## src/rtl/credit_arb_pkg.sv

```systemverilog
// Shared types and helpers for the credit arbiter: FSM state encoding,
// return-vector popcount and the stall counter width.
package credit_arb_pkg;

    typedef enum logic [1:0] {
        ST_RUN   = 2'd0,
        ST_DRAIN = 2'd1,
        ST_DONE  = 2'd2
    } arb_state_t;

    localparam int STALL_W = 16;

    // Counts set bits of a return vector; callers zero-extend narrower vectors to 16 bits.
    function automatic logic [4:0] popcount(input logic [15:0] v);
        logic [4:0] n;
        n = '0;
        for (int i = 0; i < 16; i++) begin
            n = n + {4'd0, v[i]};
        end
        return n;
    endfunction

endpackage

```

## src/rtl/credit_arbiter_rr_pick.sv

```systemverilog
// Combinational round-robin select: lowest set request at or above ptr,
// wrapping, found by masking a doubled request vector.
module rr_pick #(
    parameter int N  = 4,
    parameter int PW = (N > 1) ? $clog2(N) : 1
) (
    input  logic [N-1:0]  req,
    input  logic [PW-1:0] ptr,
    output logic [N-1:0]  onehot,
    output logic [PW-1:0] idx,
    output logic          any
);

    logic [2*N-1:0] dbl;
    logic [2*N-1:0] mask;
    logic [2*N-1:0] masked;
    logic [2*N-1:0] lowest;

    always_comb begin
        dbl    = {req, req};
        // The upper copy is never masked, so any request always wraps into view.
        mask   = {(2*N){1'b1}} << ptr;
        masked = dbl & mask;
        lowest = masked & (~masked + (2*N)'(1));
        onehot = lowest[N-1:0] | lowest[2*N-1:N];
        any    = |req;
        idx    = '0;
        for (int i = 0; i < N; i++) begin
            if (onehot[i]) begin
                idx = PW'(i);
            end
        end
    end

endmodule

```

## src/rtl/credit_arbiter.sv

```systemverilog
// Round-robin credit pool arbiter with drain/quiesce FSM.
// Optional stall counter output enabled by defining CREDIT_ARBITER_STATS_EN.
module credit_arbiter
    import credit_arb_pkg::*;
#(
    parameter  int NUM_REQ     = 4,
    parameter  int MAX_CREDITS = 8,
    localparam int CW          = $clog2(MAX_CREDITS + 1)
) (
    input  logic               clk,
    input  logic               rst,
    input  logic [NUM_REQ-1:0] req,
    input  logic [NUM_REQ-1:0] ret,
    input  logic               drain,
    output logic [NUM_REQ-1:0] gnt,
    output logic [CW-1:0]      credits,
    output logic               empty,
    output logic               drain_done,
`ifdef CREDIT_ARBITER_STATS_EN
    output logic               ret_err,
    output logic [STALL_W-1:0] stall_cnt
`else
    output logic               ret_err
`endif
);

    localparam int PW = (NUM_REQ > 1) ? $clog2(NUM_REQ) : 1;
    // Sum width covers a full pool plus up to 16 simultaneous returns.
    localparam int SW = ((CW > 5) ? CW : 5) + 1;

    arb_state_t state;
    logic [PW-1:0] ptr;

    logic [NUM_REQ-1:0] pick_onehot;
    logic [PW-1:0]      pick_idx;
    logic               pick_any;

    logic               grant_ok;
    logic [4:0]         ret_cnt;
    logic [SW-1:0]      credit_sum;
    logic               credit_over;
    logic [CW-1:0]      credits_next;
    logic [PW-1:0]      ptr_after;

    rr_pick #(
        .N  (NUM_REQ),
        .PW (PW)
    ) u_pick (
        .req    (req),
        .ptr    (ptr),
        .onehot (pick_onehot),
        .idx    (pick_idx),
        .any    (pick_any)
    );

    always_comb begin
        // Drain seen this cycle pre-empts any grant decision.
        grant_ok     = (state == ST_RUN) && !drain && (credits != '0) && pick_any;
        ret_cnt      = popcount(16'(ret));
        credit_sum   = SW'(credits) - SW'(grant_ok) + SW'(ret_cnt);
        credit_over  = credit_sum > SW'(MAX_CREDITS);
        credits_next = credit_over ? CW'(MAX_CREDITS) : credit_sum[CW-1:0];
        ptr_after    = (pick_idx == PW'(NUM_REQ - 1)) ? '0 : pick_idx + PW'(1);
    end

    always_ff @(posedge clk or negedge rst) begin
        if (!rst) begin
            state      <= ST_RUN;
            ptr        <= '0;
            gnt        <= '0;
            credits    <= CW'(MAX_CREDITS);
            empty      <= 1'b0;
            drain_done <= 1'b0;
            ret_err    <= 1'b0;
        end else begin
            credits <= credits_next;
            empty   <= (credits_next == '0);
            if (credit_over) begin
                ret_err <= 1'b1;
            end

            if (grant_ok) begin
                gnt <= pick_onehot;
                ptr <= ptr_after;
            end else begin
                gnt <= '0;
            end

            drain_done <= 1'b0;
            case (state)
                ST_RUN: begin
                    if (drain) begin
                        state <= ST_DRAIN;
                    end
                end
                ST_DRAIN: begin
                    if (credits == CW'(MAX_CREDITS)) begin
                        state      <= ST_DONE;
                        drain_done <= 1'b1;
                    end
                end
                ST_DONE: begin
                    state <= ST_RUN;
                end
                default: begin
                    state <= ST_RUN;
                end
            endcase
        end
    end

`ifdef CREDIT_ARBITER_STATS_EN
    // Counts cycles where a request is blocked only by an exhausted pool.
    always_ff @(posedge clk or negedge rst) begin
        if (!rst) begin
            stall_cnt <= '0;
        end else if (drain_done) begin
            stall_cnt <= '0;
        end else if ((state == ST_RUN) && (req != '0) && (credits == '0)
                     && (stall_cnt != {STALL_W{1'b1}})) begin
            stall_cnt <= stall_cnt + STALL_W'(1);
        end
    end
`endif

endmodule

```

## config.mk

```make
export PLATFORM = sky130hd
export DESIGN_NAME = credit_arbiter
export DESIGN_NICKNAME = d
export VERILOG_FILES = /design/src/rtl/credit_arb_pkg.sv /design/src/rtl/credit_arbiter_rr_pick.sv /design/src/rtl/credit_arbiter.sv
export SDC_FILE = /design/constraint.sdc
export NUM_CORES = 1
export LEC_CHECK = 0
export CAP_MARGIN = 5
export CORE_MARGIN = 1.5
export CORE_UTILIZATION = 48
export DETAILED_ROUTE_END_ITERATION = 8
export GPL_TIMING_DRIVEN = 0
export PLACE_DENSITY = 0.81
export SLEW_MARGIN = 0
export SYNTH_ARGS = -nofsm -noshare
export SYNTH_HDL_FRONTEND = slang
export SYNTH_SLANG_ARGS = --single-unit
export TNS_END_PERCENT = 100
```

## constraint.sdc

```tcl
create_clock -name clk -period 5.3 [get_ports clk]
set_input_delay 1.06 -clock clk [delete_from_list [all_inputs] [get_ports clk]]
set_output_delay 1.06 -clock clk [all_outputs]
set_load 0.005 [all_outputs]
```

==> results.cfg <==
[run_status]
outcome = finished, final reports clean

[drt]
via_count = 764
vias_per_cell = 5.50
firstDrtPassIters = 4
first_iter_violations = 7
remaining_drc_errors = 0
drtAntennaViolNets = 0
avgRoutedWirePerCell_um = 13.5
wl_um = 1880

[sta]
hold_slack_ns = 0.493
final_max_slew_viol_count = 0
min_period_ns = 4.21
finClkSkew_ns = 0.00271
hold_violations = 0
worst_pin_slew_ns = 0.650
post-route-period-util = 0.794
setup_viol = 0
setup_tns_ns = 0
relSlewSlack = 0.566
rsz0062_at_grt = no
fmax_ghz = 0.238

[placement]
gp_congestion = 0.831
dp_hpwl_um = 1500
portBuffers = 21

[floorplanning]
start_util = 0.527
die_area_um2 = 2230
die_width_um = 47.2
fp-row-count = 15
coreArea_um2 = 1780
ios = 22
die_h_um = 47.2

[yosys]
synth-edff-count = 0
seq_area_frac_synth = 0.401
avgSynthCellArea_um2 = 10.6
ys_warn_count = 0
async_reset_ff_frac = 1.00
syn_inst = 89
netlist_area_um2 = 940
synth_seq_cells = 15
yosysUniqueCellTypes = 40
synth_nets = 109
synth_ff_type = dfrtp_1

[critical_path]
critPathBufInv = 2
critical_path_class = primary input to register
critPathSlowestCell = or4_1
cp-end-kind = register
slowest_delay_ns = 0.55
crit_top_cell = ha_1
cp.required_ns = 5.53
worst-path-stages = 12
arrival_ns = 4.44
reg2regPathDepth = 11
crit_fanout = 6
worstSetupStartpointType = primary input
path_delay_family = compound AO/OA/AOI/OAI gates
worstPathCellList = clkdlybuf4s50_1 -> or4_1 -> nand3_1 -> inv_1 -> ha_1 -> ha_1 -> xor2_1 -> ha_1 -> a21oi_1 -> a21oi_1 -> a221oi_2 -> o32a_1

[global_route]
first_global_vias = 689
track_usage = 0.195
grt_pass1_wl_um = 2980
gr-total-overflow = 0
grt_max_degree = 16
antenna_found_initial = 0

[clock_network]
cts_num_sinks = 15
numCtsBuffers = 3
cts.repair.resized = 0
holdBufCountCts = 0
clk_pin_slew_worst_paths_ns = 0.09
h-tree-depth = 1
clk_latency_ns = 0.29
root_buffer = clkbuf_4
clock_path_buffers = 2
cts_setup_buffers = 0
cts_tree = built

[cells_and_area]
layout.nets = 135
num-fill-cells = 138
final_common_cell = clkdlybuf4s50_1
layout-drive-gt1-share = 0.123
layout_common_cells = 21 x clkdlybuf4s50_1, 14 x dfrtp_1, 9 x nor2_1
area_growth_pct = 28.6
diodes = 0

[flow_run]
maxCapViolCount = 0

[hold_path]
min_path_type = register to register
holdPathStages = 1

[power_and_ir_drop]
leakagePower_uw = 0.000544
cellPowerDensity_nw_per_um2 = 500
ir_worst_vdd_mv = 0.290
[metal layers]
| layer | track usage | routed length, µm | vias to the layer above |
|---|---|---|---|
| li1 | - | - | 381 |
| met1 | 0.260 | 874 | 363 |
| met2 | 0.295 | 903 | 18 |
| met3 | 0.0808 | 78 | 2 |
| met4 | 0.0500 | 27 | 0 |
| met5 | 0 | 0 | - |
[stage by stage]
step / instance area (µm²) / setup slack, ns / total power, µW / instances / util
after CTS: 1210 / 1.11 / 608 / 139 / 0.678
after global placement: 1180 / 0.892 / 527 / 135 / 0.662
after global routing: 1210 / 0.829 / 654 / 139 / 0.678
final: 1210 / 1.09 / 604 / 139 / 0.678
after floorplan: 940 / 1.52 / 432 / 89 / -
after detailed placement: 1180 / 0.808 / 541 / 135 / 0.662
[registers in the layout, summed over array words and instances (netlist names)]
signal	cells
credits	4
gnt	4
ptr	2
empty	1
ret_err	1
drain_done	1
state	2
[cell usage after synthesis (all sizes together), types with 2 or more instances]
cell   number  area (µm²)
nor3        4        20.0
fa          2        40.0
a31oi       2        12.5
ha          7        87.6
a21o        2        15.0
nor2        9        33.8
nand2       2        7.51
nand3       2        10.0
or4         2        16.3
a21oi       5        25.0
inv         6        22.5
nor3b       4        30.0
xnor2       2        17.5
and3        3        23.8
dfrtp      14         350
[path summary, 6_finish.rpt]
| path | start | to | slack [ns] |
|---|---|---|---|
| min in group asynchronous | rst | gnt[3] | 1.16 |
| hold / removal | state[1] | state[1] | 0.49 |
| hold reg to reg | state[1] | state[1] | 0.49 |
| setup / recovery | req[2] | ret_err | 1.09 |
| setup reg to reg | credits[2] | ret_err | 1.77 |
| max in group asynchronous | rst | ret_err | 3.72 |
[cell families (layout without fill, tap and decap cells)]
| logic type | Yosys count | count (layout) | synth area share |
|---|---|---|---|
| and+or+nand+nor | 34 | 34 | 0.229 |
| AOI/OAI and AO/OA | 20 | 20 | 0.160 |
| DFF | 15 | 15 | 0.401 |
| adders and majority gates | 9 | 9 | 0.136 |
| buffers and inverters | 7 | 32 | 0.0359 |
| xor gates and xnor gates | 3 | 3 | 0.0280 |
| muxes | 1 | 1 | 0.0107 |
[where the power goes]
group,internal (µW),switching (µW)
Clock,28.1,37.6
Combinational,180,160
Sequential,155,43.0
Total,363,241
[worst register-to-register path, cell delays in order (launching register included)]
cell and delay [ns]:
dfrtp_1 0.48, or4_2 0.66, nand3_1 0.13, inv_1 0.11, ha_1 0.22, ha_1 0.25, xor2_1 0.18, ha_1 0.37
a21oi_1 0.31, a21oi_1 0.14, a221oi_2 0.42, o32a_1 0.20
[final cells by class]
type                       count  area [µm²]  area share
buffer                         1        11.3     0.00932
clock buffer                   3        22.5      0.0186
clock inverter                 1        5.00     0.00414
inverter                       6        22.5      0.0186
multi-input combinational     67         529       0.438
sequential                    15         377       0.312
tap                           25        31.3      0.0259
timing repair buffer          21         210       0.174
(Power assumes the default switching activity.)
